==> src/rtl/adc_link_pkg.sv <==
// adc_link_pkg
//   Constants shared by the ADC serializer, the ADC deserializer and their benches:
//   word/lane geometry, the pattern_sel encodings and the alternating test words.
package adc_link_pkg;

   localparam int unsigned ADC_WORD_W    = 10;
   localparam int unsigned ADC_LANES     = 4;
   localparam int unsigned ADC_BIT_CNT_W = 4;

   typedef logic [ADC_WORD_W-1:0]    adc_word_t;
   typedef logic [ADC_BIT_CNT_W-1:0] adc_bit_cnt_t;

   // pattern_sel encodings
   localparam logic [1:0] PAT_USER = 2'd0;
   localparam logic [1:0] PAT_IDLE = 2'd1;
   localparam logic [1:0] PAT_RAMP = 2'd2;
   localparam logic [1:0] PAT_ALT  = 2'd3;

   // Alternating test words; phase 0 sends ADC_ALT_WORD_0
   localparam adc_word_t ADC_ALT_WORD_0 = 10'h2AA;
   localparam adc_word_t ADC_ALT_WORD_1 = 10'h155;

   // Last bit index of a frame, and the number of bit times frame_clk stays high
   localparam adc_bit_cnt_t ADC_BIT_LAST  = adc_bit_cnt_t'(ADC_WORD_W - 1);
   localparam adc_bit_cnt_t ADC_FCLK_HIGH = adc_bit_cnt_t'(ADC_WORD_W / 2);

endpackage

==> src/rtl/adc_lane_shifter.sv <==
// adc_lane_shifter
//   One serial lane: a word-wide load/shift register sent MSB first.
//   Ports:
//     data_clk  in  bit clock
//     reset     in  synchronous active-high reset
//     load      in  load load_word (highest priority after reset/clear)
//     shift     in  shift left by one, zero fill
//     clear     in  synchronous clear (used when the frame ends and the link goes idle)
//     load_word in  parallel word to load
//     msb       out current serial bit (register bit, no logic after it)
module adc_lane_shifter
   import adc_link_pkg::*;
(
   input  logic      data_clk,
   input  logic      reset,
   input  logic      load,
   input  logic      shift,
   input  logic      clear,
   input  adc_word_t load_word,
   output logic      msb
);

   adc_word_t r_shift;

   always_ff @(posedge data_clk) begin
      if (reset || clear) begin
         r_shift <= '0;
      end else if (load) begin
         r_shift <= load_word;
      end else if (shift) begin
         r_shift <= {r_shift[ADC_WORD_W-2:0], 1'b0};
      end
   end

   assign msb = r_shift[ADC_WORD_W-1];

endmodule

==> src/rtl/adc_serializer.sv <==
// adc_serializer
//   Four-lane, 10-bit, MSB-first serial transmitter emulating the DAQ ADC front end.
//   Frame clock is high for bits 9..5 and low for bits 4..0 of every word.
//   Ports:
//     data_clk          in   bit clock (one bit per rising edge)
//     reset             in   synchronous active-high reset
//     enable            in   start/stop; only acted on at frame boundaries
//     pattern_sel       in   0 user, 1 IDLE_WORD, 2 ramp, 3 alternating 2AA/155
//     word_a..word_d    in   parallel sample set
//     word_valid        in   sample set valid
//     word_ready        out  one-entry holding register is empty
//     data_a..data_d    out  serial lanes
//     frame_clk         out  frame marker
//     busy              out  transmitter is running
//     underrun_count    out  saturating count of user-mode frames with no data
module adc_serializer
   import adc_link_pkg::*;
#(
   parameter adc_word_t   IDLE_WORD = 10'h000,
   parameter int unsigned CNT_W     = 16
) (
   input  logic             data_clk,
   input  logic             reset,
   input  logic             enable,
   input  logic [1:0]       pattern_sel,
   input  adc_word_t        word_a,
   input  adc_word_t        word_b,
   input  adc_word_t        word_c,
   input  adc_word_t        word_d,
   input  logic             word_valid,
   output logic             word_ready,
   output logic             data_a,
   output logic             data_b,
   output logic             data_c,
   output logic             data_d,
   output logic             frame_clk,
   output logic             busy,
   output logic [CNT_W-1:0] underrun_count
);

   localparam logic [0:0] ST_IDLE = 1'b0;
   localparam logic [0:0] ST_RUN  = 1'b1;

   logic [0:0]         r_state;
   adc_bit_cnt_t       r_bit_cnt;
   logic               r_frame_clk;
   logic               r_full;
   adc_word_t          r_hold [ADC_LANES];
   adc_word_t          r_ramp;
   logic               r_phase;
   logic [CNT_W-1:0]   r_underrun;

   logic [0:0]         w_state_d;
   adc_bit_cnt_t       w_bit_cnt_d;
   logic               w_load;
   logic               w_shift;
   logic               w_clear;
   logic               w_accept;
   logic               w_take;
   logic               w_underrun;
   adc_word_t          w_load_word [ADC_LANES];
   logic [ADC_LANES-1:0] w_msb;

   // Frame sequencing: a load edge starts every frame, the other nine edges shift.
   always_comb begin
      w_state_d   = r_state;
      w_bit_cnt_d = r_bit_cnt;
      w_load      = 1'b0;
      w_shift     = 1'b0;
      w_clear     = 1'b0;
      if (r_state == ST_IDLE) begin
         if (enable) begin
            w_state_d   = ST_RUN;
            w_bit_cnt_d = '0;
            w_load      = 1'b1;
         end
      end else if (r_bit_cnt == ADC_BIT_LAST) begin
         w_bit_cnt_d = '0;
         if (enable) begin
            w_load = 1'b1;
         end else begin
            // Frame is complete; drop the lanes to 0 for IDLE
            w_state_d = ST_IDLE;
            w_clear   = 1'b1;
         end
      end else begin
         w_bit_cnt_d = r_bit_cnt + 1'b1;
         w_shift     = 1'b1;
      end
   end

   // Holding register handshake. Acceptance needs empty and take needs full, so they
   // never coincide; a word arriving on a load edge waits for the next frame.
   assign w_accept   = word_valid && !r_full;
   assign w_take     = w_load && (pattern_sel == PAT_USER) && r_full;
   assign w_underrun = w_load && (pattern_sel == PAT_USER) && !r_full;

   always_comb begin
      for (int k = 0; k < ADC_LANES; k++) begin
         w_load_word[k] = IDLE_WORD;
         case (pattern_sel)
            PAT_USER: w_load_word[k] = r_full ? r_hold[k] : IDLE_WORD;
            PAT_IDLE: w_load_word[k] = IDLE_WORD;
            PAT_RAMP: w_load_word[k] = r_ramp + adc_word_t'(k);
            PAT_ALT:  w_load_word[k] = r_phase ? ADC_ALT_WORD_1 : ADC_ALT_WORD_0;
            default:  w_load_word[k] = IDLE_WORD;
         endcase
      end
   end

   always_ff @(posedge data_clk) begin
      if (reset) begin
         r_state     <= ST_IDLE;
         r_bit_cnt   <= '0;
         r_frame_clk <= 1'b0;
         r_full      <= 1'b0;
         r_hold      <= '{default: '0};
         r_ramp      <= '0;
         r_phase     <= 1'b0;
         r_underrun  <= '0;
      end else begin
         r_state     <= w_state_d;
         r_bit_cnt   <= w_bit_cnt_d;
         // Registered so frame_clk lines up with the MSB leaving the shifters
         r_frame_clk <= (w_state_d == ST_RUN) && (w_bit_cnt_d < ADC_FCLK_HIGH);

         if (w_accept) begin
            r_full    <= 1'b1;
            r_hold[0] <= word_a;
            r_hold[1] <= word_b;
            r_hold[2] <= word_c;
            r_hold[3] <= word_d;
         end else if (w_take) begin
            r_full <= 1'b0;
         end

         if (w_underrun && (r_underrun != '1)) begin
            r_underrun <= r_underrun + 1'b1;
         end

         if (w_load && (pattern_sel == PAT_RAMP)) begin
            r_ramp <= r_ramp + 1'b1;
         end

         if (w_load && (pattern_sel == PAT_ALT)) begin
            r_phase <= ~r_phase;
         end
      end
   end

   for (genvar g = 0; g < ADC_LANES; g++) begin : g_lane
      adc_lane_shifter u_shifter (
         .data_clk  (data_clk),
         .reset     (reset),
         .load      (w_load),
         .shift     (w_shift),
         .clear     (w_clear),
         .load_word (w_load_word[g]),
         .msb       (w_msb[g])
      );
   end

   assign data_a         = w_msb[0];
   assign data_b         = w_msb[1];
   assign data_c         = w_msb[2];
   assign data_d         = w_msb[3];
   assign frame_clk      = r_frame_clk;
   assign busy           = r_state;
   assign word_ready     = ~r_full;
   assign underrun_count = r_underrun;

endmodule

==> config.mk <==
export PLATFORM = sky130hd
export DESIGN_NAME = adc_serializer
export DESIGN_NICKNAME = d
export VERILOG_FILES = /design/src/rtl/adc_link_pkg.sv /design/src/rtl/adc_lane_shifter.sv /design/src/rtl/adc_serializer.sv
export SDC_FILE = /design/constraint.sdc
export NUM_CORES = 1
export LEC_CHECK = 0
export CORE_MARGIN = 2
export CORE_UTILIZATION = 45
export CTS_CLUSTER_SIZE = 12
export DETAILED_ROUTE_END_ITERATION = 7
export GPL_TIMING_DRIVEN = 0
export PLACE_DENSITY = 0.79
export SYNTH_ARGS = -nofsm -noshare
export SYNTH_HDL_FRONTEND = slang
export SYNTH_SLANG_ARGS = --single-unit
==> constraint.sdc <==
create_clock -name data_clk -period 3 [get_ports data_clk]
set_input_delay 0.6 -clock data_clk [delete_from_list [all_inputs] [get_ports data_clk]]
set_output_delay 0.6 -clock data_clk [all_outputs]
set_load 0.05 [all_outputs]
==> summary.md, run 1 <==
| Metric | Value |
|---|---|
| Status | `finished, final reports clean` |
| Crit Path Max Fanout | `10` |
| FF-to-FF setup slack | `0.44 ns` |
| Gate Count Post-Synth | `730` |
| Die Height | `117.6 um` |
| DRC errors left | `0` |
| R2r startpoint | `r_bit_cnt[0]` |
| CTS tree | `yes` |
| Clk root buf | `clkbuf_16` |
| Top delay family on crit path | `compound AO/OA/AOI/OAI gates` |
| Synth Flop Type | `dfxtp_1` |
| Final Hold Fails | `0` |
| FILL cells | `1171` |
| Rows | `41` |
| Number of global-route vias before repair | `5482` |
| Simple-Gate Fraction of Synth Area | `0.2263` |
| CTS H-Tree Depth | `4` |
| NumNets Final | `870` |
| DP Area | `0.006700 sq mm` |
| Largest family of logic cells by synthesized area | `compound AO/OA/AOI/OAI gates` |
| Vias per inst | `5.932` |
| Mux cell area share after synthesis | `0.02026` |
| Mapped cell area | `0.005804 sq mm` |
| Synth warn | `0` |
| Final WL | `18.21 mm` |
| Share of layout cells above drive strength 1 | `0.09518` |
| Critical path endpoint category | `flip-flop` |
| CP Launch Type | `flip-flop` |
| Least-Margin Pin Slew | `0.9947 ns` |
| Crit path max-delay cell type | `a2111oi_0` |
| GRT Util Overall | `0.2661` |
| Number of routed nets with antenna violations | `0` |
| Area growth, synth to finish | `26.64%` |
| CP endpoint | `g_lane[2].u_shifter.r_shift[0]` |
| Unrepaired setup endpoints after global routing | `no` |
| Setup TNS | `0 ns` |
| TritonRoute pass-1 iters | `5` |
| Post-Synth XOR/XNOR Area | `0.03018` |
| RR Endpoint | `g_lane[2].u_shifter.r_shift[0]` |
| Post-synth top area share | `0.3932` |
| Post-layout min period | `2.559 ns` |
| Hpwl dp | `12.93 mm` |
| Post-CTS setup buffer count | `0` |
| Register area share after synthesis | `0.3932` |
| Worst-path clk slew | `0.06 ns` |
| P per Cell Area | `586.5 mW/mm^2` |
| Hold-fix buffers, CTS | `0` |
| Most frequent cells in the layout | `138 x nand2_1, 114 x dfxtp_1, 99 x a21oi_1` |
| Share of flip-flops with an asynchronous set or reset | `0` |
| # IOs | `69` |
| Relative slew slack | `0.3197` |
| Design area | `0.007351 sq mm` |
| Die area | `0.01382 sq mm` |
| Gr ovfl total | `0` |
| Resized Gates After CTS | `0` |
| Netlist cell types | `68` |
| Maximum vdd drop | `0.3516 mV` |
| Clock Latency Late Sink | `0.42 ns` |
| Initial Util | `0.4599` |
| Core area | `0.01262 sq mm` |
| First-pass GRT wire length | `29.29 mm` |
| Worst-case reg-to-reg path depth | `5` |
| Setup CP Type | `reg2reg` |
| Post-synth EDFFs | `0` |
| Critical path arrival | `2.91 ns` |
| WL/cell | `18.17 um` |
| WP depth | `5` |
| CP Buf/Inv Count | `0` |
| Syn_nets | `783` |
| TritonCTS Buffers | `17` |
| Post-synthesis adder-cell area fraction | `0.01509` |
| Pleak | `2.538 nW` |
| Min-Delay Path Class | `reg2reg` |
| Critical path startpoint | `r_bit_cnt[0]` |
| Synth Register Bits | `114` |
| Die width | `117.6 um` |
| Dominant cells by area after synthesis | `dfxtp_1 39%, nand2_1 8.9%, a21oi_1 8.5%` |
| Worst Clk Skew | `0.006652 ns` |
| Critical path required time | `3.35 ns` |
| Max-Cap Viols | `0` |
| Starting DRT DRC Count | `633` |
| Largest net degree at the start of global routing | `17` |
| Bufs on Longest Clock Path | `2` |
| Port Buffers | `68` |
| Crit-path cells | `ha_1 > nand3b_1 > a2111oi_0 > a22oi_1 > nor2_1` |
| Setup Viol. Count Final | `0` |
| Compound-cell area share of the yosys netlist | `0.2628` |
| Routability cong. | `1.035` |
| Clock sinks | `114` |
| Commonest non-fill, non-tap cell in the layout | `nand2_1` |
| Initial antenna violation count | `0` |
| CP max stage delay | `1.01 ns` |
| Fmax | `390.8 MHz` |
| Avg Inst Size Synth | `7.951 sq um` |
| Pins over their slew limit | `0` |
| Routed vias | `5944` |
| Cell taking the most area after synthesis | `dfxtp_1` |
| Tcrit/Tclk final | `0.8530` |
| Antenna Cells | `0` |
-- worst min-delay path by stage --
stage | start | endpoint | slack [ns] | depth (start not counted)
6_report | r_hold[5] | r_hold[5] | 0.45 | 2
5_1_grt | r_hold[22] | r_hold[22] | 0.47 | 2
4_1_cts | r_hold[22] | r_hold[22] | 0.46 | 2
3_5_place_dp | g_lane[0].u_shifter.r_shift[2] | g_lane[0].u_shifter.r_shift[3] | 0.44 | 2
3_3_place_gp | g_lane[3].u_shifter.r_shift[0] | g_lane[3].u_shifter.r_shift[1] | 0.44 | 2
2_1_floorplan | g_lane[1].u_shifter.r_shift[0] | g_lane[1].u_shifter.r_shift[1] | 0.43 | 2
-- per-layer routing --
metal | part of all wire | GRT usage | wire length [um] | up-vias
li1 | - | - | - | 2823
met5 | 0 | 0 | 0 | -
met3 | 0.093 | 0.06928 | 1695 | 51
met1 | 0.43 | 0.3602 | 7822 | 2765
met4 | 0.026 | 0.1054 | 476 | 0
met2 | 0.45 | 0.4050 | 8213 | 305
-- synthesized netlist by cell type, types with 6 or more instances --
cell,number
nand2_1,138
nor2_1,53
buf_2,23
o21ai_0,17
o31ai_1,6
dfxtp_1,114
nor4_1,8
a22o_1,11
nor2b_1,11
clkbuf_1,30
xnor2_1,16
a311oi_1,12
a21oi_1,99
nand4_1,6
inv_1,12
o221ai_1,14
o211ai_1,8
nand3_1,21
ha_1,7
nor3_1,13
-- final cells by class --
type	count	area (sq um)	area share
clock inverter	13	207.7	0.02826
inverter	12	45.04	0.006128
timing repair buffer	68	680.7	0.09260
clock buffer	19	442.9	0.06026
buffer	59	257.7	0.03506
tap	172	215.2	0.02928
multi-input combinational	545	3219	0.4380
sequential	114	2282	0.3105
-- power breakdown --
group	total, mW	switching, mW	internal, mW
Combinational	0.451	0.280	0.172
Sequential	1.64	0.0491	1.59
Clock	2.22	0.727	1.49
-- state kept, by name (all words and copies together) (netlist names) --
| name | cells |
|---|---|
| busy | 1 |
| g_lane.u_shifter.r_shift | 40 |
| r_bit_cnt | 4 |
| frame_clk | 1 |
| underrun_count | 16 |
| r_hold | 40 |
| r_ramp | 10 |
| r_full | 1 |
| r_phase | 1 |
-- metrics by stage --
stage / power [mW] / hold slack, ns / cells / setup slack (ns) / utilization
3_5_place_dp: 2.104 / 0.4439 / 970 / 0.2701 / 0.5309
3_3_place_gp: 2.095 / 0.4390 / 970 / 0.2628 / 0.5309
4_1_cts: 4.310 / 0.4565 / 1002 / 0.5073 / 0.5825
5_1_grt: 4.449 / 0.4692 / 1002 / 0.2262 / 0.5825
2_1_floorplan: 1.925 / 0.4316 / 730 / 1.012 / -
6_report: 4.311 / 0.4547 / 1002 / 0.4411 / 0.5825
-- kinds of logic (layout without fill, tap and decap cells) --
family	after synthesis	after routing
AND/OR/NAND/NOR	282	282
AO/OA/AOI/OAI	225	225
flip-flops	114	114
buffers and inverters	71	171
XOR/XNOR	20	20
multiplexers	11	11
adder cells (fa/ha/maj)	7	7
-- worst min-delay path: stages, from the launching register on --
cell and delay (ns):
dfxtp_1 0.30, nand2_1 0.05, a21oi_1 0.05
Power figures use the tool's default switching activity.
==> run 2: changes to the inputs <==
CORE_UTILIZATION = 56   (was 45)
PLACE_DENSITY = 0.92   (was 0.79)
==> run 2 against run 1 <==
  * Fmax about the same
  * Via count increased by 3.0%
  * Cell count decreased by 3.7%
  * Utilization increased by 13 points
  * Sequential share of layout area increased by 0.59 points
  * Register-to-register slack about the same
  * First-iteration DRC count increased by 20%
  * Wire length increased by 1.3%
  * Non-clock buffer count unchanged
  * Highest routed layer unchanged
  * Flip-flop and latch count unchanged
  * Clock power decreased by 14%
  * Power decreased by 7.2%
==> summary.md, run 2 (synthesized netlist as in run 1, its figures left out) <==
| Metric | Value |
|---|---|
| Setup CP Type | `reg2reg` |
| CP Launch Type | `flip-flop` |
| Unrepaired setup endpoints after global routing | `no` |
| Crit path max-delay cell type | `a2111oi_0` |
| Pins over their slew limit | `0 (unchanged)` |
| Rows | `37 (-9.8%)` |
| Status | `finished, final reports clean` |
| Routability cong. | `1.007 (-2.7%)` |
| First-pass GRT wire length | `29.31 mm (about the same)` |
| CTS tree | `yes` |
| # IOs | `69 (unchanged)` |
| Setup Viol. Count Final | `0 (unchanged)` |
| Max-Cap Viols | `0 (unchanged)` |
| FILL cells | `795 (-32%)` |
| Setup TNS | `0 ns (unchanged)` |
| Critical path required time | `3.45 ns (+0.10 ns)` |
| Crit-path cells | `ha_1 > nand3b_1 > a2111oi_0 > a22oi_1 > nor2_1` |
| DRC errors left | `0 (unchanged)` |
| Clock Latency Late Sink | `0.53 ns (+0.11 ns)` |
| Least-Margin Pin Slew | `1.026 ns (+0.03170 ns)` |
| Total power | `4.000 mW (-7.2%)` |
| Relative slew slack | `0.2980 (-0.02168)` |
| WL/cell | `19.12 um (+5.2%)` |
| Final Hold Fails | `0 (unchanged)` |
| Starting DRT DRC Count | `760 (+20%)` |
| Most frequent cells in the layout | `138 x nand2_1, 114 x dfxtp_1, 99 x a21oi_1` |
| Number of global-route vias before repair | `5618 (+2.5%)` |
| Hold-fix buffers, CTS | `0 (unchanged)` |
| Maximum vdd drop | `0.3956 mV (+13%)` |
| TritonRoute pass-1 iters | `6 (+1)` |
| Initial antenna violation count | `0 (unchanged)` |
| Crit Path Max Fanout | `10 (unchanged)` |
| Post-CTS setup buffer count | `0 (unchanged)` |
| Hpwl dp | `12.88 mm (-0.41%)` |
| TritonCTS Buffers | `17 (unchanged)` |
| NumNets Final | `870 (unchanged)` |
| Routed vias | `6125 (+3.0%)` |
| Tcrit/Tclk final | `0.8534 (about the same)` |
| Initial Util | `0.5699 (+0.1100)` |
| Antenna Cells | `0 (unchanged)` |
| GRT Util Overall | `0.3357 (+0.06962)` |
| Area growth, synth to finish | `24.27%` |
| CTS H-Tree Depth | `4 (unchanged)` |
| Critical path arrival | `3.01 ns (+0.10 ns)` |
| Min-Delay Path Class | `reg2reg` |
| Worst Clk Skew | `0.009304 ns (+0.002652 ns)` |
| Area of the multi-input gates | `0.003219 sq mm (unchanged)` |
| Critical path endpoint category | `flip-flop` |
| Post-layout min period | `2.560 ns (+0.001368 ns)` |
| Die area | `0.01119 sq mm (-19%)` |
| Pleak | `2.483 nW (-2.2%)` |
| Final WL | `18.45 mm (+1.3%)` |
| Bufs on Longest Clock Path | `2 (unchanged)` |
| Fmax | `390.6 MHz (about the same)` |
| Port Buffers | `68 (unchanged)` |
| CP max stage delay | `1.03 ns (+0.02 ns)` |
| Commonest non-fill, non-tap cell in the layout | `nand2_1` |
| DP Area | `0.006655 sq mm (-0.67%)` |
| Gr ovfl total | `0 (unchanged)` |
| Hold_sp | `g_lane[0].u_shifter.r_shift[1]` |
| Design area | `0.007213 sq mm (-1.9%)` |
| Worst-path clk slew | `0.06 ns (about the same)` |
| Resized Gates After CTS | `0 (unchanged)` |
| Reg area | `0.002282 sq mm (unchanged)` |
| Largest net degree at the start of global routing | `17 (unchanged)` |
| Clock sinks | `114 (unchanged)` |
| Core area | `0.01018 sq mm (-19%)` |
| R2r startpoint | `r_bit_cnt[0]` |
| Critical path startpoint | `r_bit_cnt[0]` |
| Vias per inst | `6.347 (+7.0%)` |
| Final hold slack | `0.4561 ns (+0.001441 ns)` |
| Die width | `105.8 um (-10%)` |
| Clk root buf | `clkbuf_8` |
| Number of routed nets with antenna violations | `0 (unchanged)` |
| Share of layout cells above drive strength 1 | `0.09409 (-0.001091)` |
| Die Height | `105.8 um (-10%)` |
| P per Cell Area | `554.6 mW/mm^2 (-5.4%)` |
==> run 2: changes by cell type in the layout (fill, tap and decap cells not counted) <==
| cell | delta |
|---|---|
| clkbuf_16 | -1 |
| clkinvlp_4 | +3 |
| clkinv_4 | +1 |
| inv_6 | -1 |
| bufinv_16 | -3 |
==> run 2: critical path, delay by kind of cell (launching register included) <==
family	cells	cell delay, ns
compound gates	2	1.18
simple gates	2	0.52
flops	1	0.46
fa+ha+maj	1	0.32
==> run 2: worst paths after layout <==
check / cells past startpoint / slack, ns / end
worst min-delay path: 2 / 0.46 / g_lane[0].u_shifter.r_shift[2]
worst min register to register: 2 / 0.46 / g_lane[0].u_shifter.r_shift[2]
worst max register to register: 5 / 0.44 / g_lane[2].u_shifter.r_shift[0]
worst max-delay path: 5 / 0.44 / g_lane[2].u_shifter.r_shift[0]
==> run 2: power breakdown <==
group	internal, mW	total [mW]	switching (mW)
combinational	0.172	0.451	0.279
sequential	1.59	1.64	0.0464
clock	1.17	1.91	0.741
total	2.93	4.00	1.07
==> run 2: metal layers <==
metal  global-route usage  vias to the layer above  part of all wire
met3              0.08596                       75              0.12
met2               0.5097                      401              0.45
met4               0.1447                        0             0.035
li1                     -                     2816                 -
met5                    0                        -                 0
met1               0.4517                     2833              0.40
==> run 2: final cells by class <==
class	instances	share of cell area
plain buffers	59	0.03573
clock buffers	18	0.05794
clock inverters	13	0.01943
inverters	12	0.006245
multi-input cells	545	0.4463
flip-flops and latches	114	0.3164
well taps	136	0.02359
repair buffers	68	0.09436
==> run 2: through the flow <==
step	instances	util	setup WS, ns
2_1_floorplan	730	-	1.012
3_3_place_gp	934	0.6534	0.2022
3_5_place_dp	934	0.6534	0.2191
4_1_cts	965	0.7082	0.4963
5_1_grt	965	0.7082	0.2194
6_report	965	0.7082	0.4398
